### config.mk
export PLATFORM = sky130hd
export DESIGN_NAME = ex_lsu
export DESIGN_NICKNAME = d
export VERILOG_FILES = /design/src/rtl/ex_lsu.sv
export SDC_FILE = /design/constraint.sdc
export NUM_CORES = 1
export LEC_CHECK = 0
export ABC_CLOCK_PERIOD_IN_PS = 3050
export CAP_MARGIN = 0
export CORE_ASPECT_RATIO = 1.1
export CORE_UTILIZATION = 43
export DETAILED_ROUTE_END_ITERATION = 16
export PLACE_DENSITY = 0.82
export SLEW_MARGIN = 20
export SYNTH_ARGS = -nofsm -noshare
export SYNTH_HDL_FRONTEND = slang
export SYNTH_SLANG_ARGS = --single-unit
export TNS_END_PERCENT = 20
### constraint.sdc
create_clock -name clk -period 3.05 [get_ports clk]
set_input_delay 0.61 -clock clk [delete_from_list [all_inputs] [get_ports clk]]
set_output_delay 0.61 -clock clk [all_outputs]
set_load 0.005 [all_outputs]
### src/rtl/ex_lsu.sv
// rtl/ex_lsu.sv - EX-stage load/store unit driving the data SRAM request
module ex_lsu #(
    parameter int STALL_WD = 6,
    parameter int AW       = 32
) (
    input  logic                clk,
    input  logic                rst,
    input  logic [STALL_WD-1:0] stall,
    input  logic                id_mem_op,
    input  logic [4:0]          id_load,
    input  logic [2:0]          id_store,
    input  logic [AW-1:0]       id_base,
    input  logic [15:0]         id_offset,
    input  logic [AW-1:0]       id_store_data,
    output logic                data_sram_en,
    output logic [3:0]          data_sram_wen,
    output logic [AW-1:0]       data_sram_addr,
    output logic [AW-1:0]       data_sram_wdata,
    output logic [3:0]          data_ram_sel,
    output logic [4:0]          load_sram_ex_data,
    output logic [2:0]          store_sram_ex_data,
    output logic                ex_misalign,
    output logic [AW-1:0]       ex_bad_addr,
    output logic                stallreq_for_load
);

    logic          op_valid_r;
    logic [4:0]    load_r;
    logic [2:0]    store_r;
    logic [AW-1:0] base_r;
    logic [15:0]   offset_r;
    logic [AW-1:0] sdata_r;
    logic          issued;

    logic          capture;
    logic          bubble;
    logic [AW-1:0] ea;
    logic          is_byte;
    logic          is_half;
    logic          is_word;
    logic          misalign;
    logic [3:0]    lane_sel;

    // EX advances when it is not stopped; it bubbles when stopped but MEM moves on
    assign capture = ~stall[2];
    assign bubble  = stall[2] & ~stall[3];

    // Input register: capture from ID, insert a bubble, or hold
    always_ff @(posedge clk or negedge rst) begin
        if (!rst) begin
            op_valid_r <= 1'b0;
            load_r     <= '0;
            store_r    <= '0;
            base_r     <= '0;
            offset_r   <= '0;
            sdata_r    <= '0;
        end else if (bubble) begin
            op_valid_r <= 1'b0;
            load_r     <= '0;
            store_r    <= '0;
            base_r     <= '0;
            offset_r   <= '0;
            sdata_r    <= '0;
        end else if (capture) begin
            op_valid_r <= id_mem_op;
            load_r     <= id_load;
            store_r    <= id_store;
            base_r     <= id_base;
            offset_r   <= id_offset;
            sdata_r    <= id_store_data;
        end
    end

    // Remember that the held op already reached the SRAM so it is not repeated
    always_ff @(posedge clk or negedge rst) begin
        if (!rst) begin
            issued <= 1'b0;
        end else if (capture || bubble) begin
            issued <= 1'b0;
        end else if (data_sram_en && stall[3]) begin
            issued <= 1'b1;
        end
    end

    assign ea = base_r + {{(AW-16){offset_r[15]}}, offset_r};

    // load one-hot {lb,lbu,lh,lhu,lw}, store one-hot {sb,sh,sw}
    assign is_byte = load_r[4] | load_r[3] | store_r[2];
    assign is_half = load_r[2] | load_r[1] | store_r[1];
    assign is_word = load_r[0] | store_r[0];

    assign misalign = (is_half & ea[0]) | (is_word & (ea[1:0] != 2'b00));

    // Little-endian byte lanes touched by the access
    always_comb begin
        lane_sel = 4'b0000;
        if (is_byte) begin
            lane_sel = 4'b0001 << ea[1:0];
        end else if (is_half) begin
            lane_sel = ea[1] ? 4'b1100 : 4'b0011;
        end else if (is_word) begin
            lane_sel = 4'b1111;
        end
    end

    // Store data replicated across lanes so the SRAM byte enables pick the right copy
    always_comb begin
        data_sram_wdata = '0;
        if (op_valid_r) begin
            if (store_r[2]) begin
                data_sram_wdata = {4{sdata_r[7:0]}};
            end else if (store_r[1]) begin
                data_sram_wdata = {2{sdata_r[15:0]}};
            end else if (store_r[0]) begin
                data_sram_wdata = sdata_r;
            end
        end
    end

    assign data_sram_en       = op_valid_r & ~misalign & ~issued;
    assign data_sram_wen      = (data_sram_en && (|store_r)) ? lane_sel : 4'b0000;
    assign data_ram_sel       = data_sram_en ? lane_sel : 4'b0000;
    assign data_sram_addr     = op_valid_r ? ea : '0;
    assign load_sram_ex_data  = misalign ? 5'b00000 : load_r;
    assign store_sram_ex_data = misalign ? 3'b000 : store_r;
    assign ex_misalign        = op_valid_r & misalign;
    assign ex_bad_addr        = ex_misalign ? ea : '0;
    assign stallreq_for_load  = op_valid_r & (|load_r) & ~misalign;

endmodule
==> results.yml <==
outcome:
  status: "complete, but fails checks"
  violations: "negative setup slack"
floorplan:
  die_h_um: 130
  initial_core_util: 0.443
  die_area_sq_um: 15400
  core-area_sq_um: 14500
  rows: 46
  ios: 212
  die_w_um: 118
logic_synthesis:
  synthFlopType: "dfrtp_1"
  synth_seq_area_share: 0.351
  synth-edff-count: 0
  synth_cells: 871
  yosysTopAreaCellShare: 0.351
  synth_common_cells: "nand2_1 (154), o21ai_0 (117), inv_1 (93)"
  syn_area_sq_um: 6420
  synth.avg_cell_area_sq_um: 7.37
  yosys_warnings: 0
  synth_top_cell_by_area: "dfrtp_1"
  async_reset_ff_frac: 1.00
  synth.most_common_cell: "nand2_1"
  synth.area.top_cells: "dfrtp_1 (35%), o21ai_0 (9.1%), nand2_1 (9.0%)"
  synth-seq-cells: 90
  ys_types: 56
  syn_nets: 1000
placed_design:
  io_buffer_count: 207
  place_area_sq_um: 9630
  dp_hpwl_um: 16600
  gp_congestion: 0.900
hold_path:
  hold_path.class: "in2async"
clock_tree:
  clk_latency_ps: 340
  cts_tree: "done"
  cts-htree-levels: 3
  cts-hold-fix-buffers: 0
  cts_buffer_depth: 2
  ctsRootBufferMaster: "clkbuf_16"
  numCtsBuffers: 9
  cts.sinks: 90
  clkTransAtPathRegs_ps: 70
worst_setup_path:
  slowest_delay_ps: 490
  arrival_ps: 2890
  crit_fanout: 7
  cp_top_family: "compound AO/OA/AOI/OAI gates"
  path_common_cell: "buf_4"
  end_kind: "output port"
  path_depth: 11
  r2r_cells: 7
  path_cells: "buf_4 > buf_4 > ha_4 > a21oi_4 > o21ai_1 > a21oi_2 > buf_4 > nand3_1 > or3_1 > o211ai_1 > buf_2"
  path_buf_inv: 4
  cpMaxStageDelayCell: "dfrtp_2"
  path_class: "reg2out"
  startpoint_type: "flop"
  cp.required_ps: 2440
timing:
  slew_viol_final: 0
  tightest_slew_ps: 828
  rsz0062_at_grt: "yes"
  fin_crit_sh: 1.15
  max_freq_mhz: 285
  setup_ws_ps: -454
  fin_skew_ps: 10.9
  finalHoldViolations: 0
  min_period_ps: 3500
  finalSetupViolations: 50
  slew_headroom: 0.448
global_route:
  grt_max_degree: 91
  grt_pass1_vias: 7685
  grt_pass1_wl_um: 38300
  grt-ovfl-total: 0
  grt_usage: 0.317
  antenna_found_initial: 0
drt:
  vias: 8138
  routed_via_density: 5.74
  wl_per_cell_um: 19.6
  ant_nets: 0
  drc_errors: 0
  drt-initial-drc-count: 682
  routed_wl_um: 27700
  dr.pass1.iters: 7
finish:
  insertedDiodeCount: 0
  drive_above_1_share: 0.314
  fin_nets: 1350
  stdcell_area_sq_um: 11100
  register_area_sq_um: 2250
  multi_input_area_sq_um: 4710
  final_util: 0.768
  syn2layout_area_growth_pct: 73.5
  fillers: 962
power_and_ir_drop:
  vdd_drop_max_v: 0.000294
  p_leak_nw: 5.19
  power.density_nw_per_um2: 387
job:
  cap_violations: 0
[power by group]
part / internal (mW) / switching [mW] / total, mW / leakage [nW]
clock: 0.572 / 0.497 / 1.07 / 0.128
combinational: 0.930 / 0.944 / 1.87 / 3.92
sequential: 1.28 / 0.0911 / 1.37 / 1.14
total: 2.78 / 1.53 / 4.31 / 5.19
[registers in the layout, summed over array words and instances (netlist names)]
register and cells:
load_r 5, issued 1, base_r 32, store_r 3, op_valid_r 1, sdata_r 32
offset_r 16
[per-layer routing]
metal	part of all wire	wire, um	GRT usage
met1	0.35	9750	0.351
met2	0.49	13600	0.561
met3	0.090	2480	0.0774
met4	0.070	1930	0.187
met5	0	0	0
[path summary, 6_finish.rpt]
check / startpoint / endpoint / slack (ps)
worst min register to register: sdata_r[18] / sdata_r[18] / 490
worst max-delay path: offset_r[15] / ex_bad_addr[25] / -450
worst max register to register: offset_r[0] / issued / 1240
worst min-delay path: rst / offset_r[3] / 310
min in group clk: sdata_r[18] / sdata_r[18] / 490
max in group asynchronous: rst / offset_r[15] / 2330
[what timing repair did]
action / 4_1_cts / 5_1_grt
cloned: 0 / 0
setup buffers: 25 / 17
endpoints found under the hold margin: 0 / 0
setup endpoints to repair: 77 / 82
pin swaps: 66 / 40
gates resized for setup: 309 / 97
[through the flow]
step / cells / worst slack (ps) / power [mW] / TNS, ps / hold WS [ps]
after floorplan: 871 / 41.3 / 2.01 / 0 / 314
after global placement: 1365 / -602 / 2.81 / -13530 / 463
after detailed placement: 1365 / -612 / 2.85 / -14850 / 474
after CTS: 1400 / -293 / 4.09 / -8070 / 344
after global routing: 1417 / -476 / 4.47 / -14960 / 352
final: 1417 / -454 / 4.31 / -10590 / 307
[placed cells by master, fill, tap and decap left out, types with 16 or more instances in the layout]
cell             Yosys  routed
buf_2                5      32
o21ai_0            117     103
a21oi_1             59      34
dfrtp_1             90      89
nor3_1              32      16
inv_1               93      93
clkdlybuf4s50_1      0     131
buf_4                0     157
nor2_1              46      42
ha_4                 0      23
dlygate4sd2_1        0      23
buf_6                1      21
nand3_1             19      17
and2_1              31      29
nor3_2               0      16
nand2_1            154     141
[layout make-up]
cell class / instances / area share
Multi-Input combinational cell: 641 / 0.423
Tap cell: 192 / 0.0216
Clock inverter: 4 / 0.00258
Inverter: 95 / 0.0320
Timing Repair Buffer: 384 / 0.297
Sequential cell: 90 / 0.202
Clock buffer: 11 / 0.0218
[logic make-up after synthesis]
group | share of synthesized area
multiplexers | 0.00312
XOR/XNOR | 0.0232
flip-flops | 0.351
AO/OA/AOI/OAI | 0.237
AND/OR/NAND/NOR | 0.238
buffers and inverters | 0.0840
adder cells (fa/ha/maj) | 0.0635
Note: power is estimated with default switching activity, not from simulation.
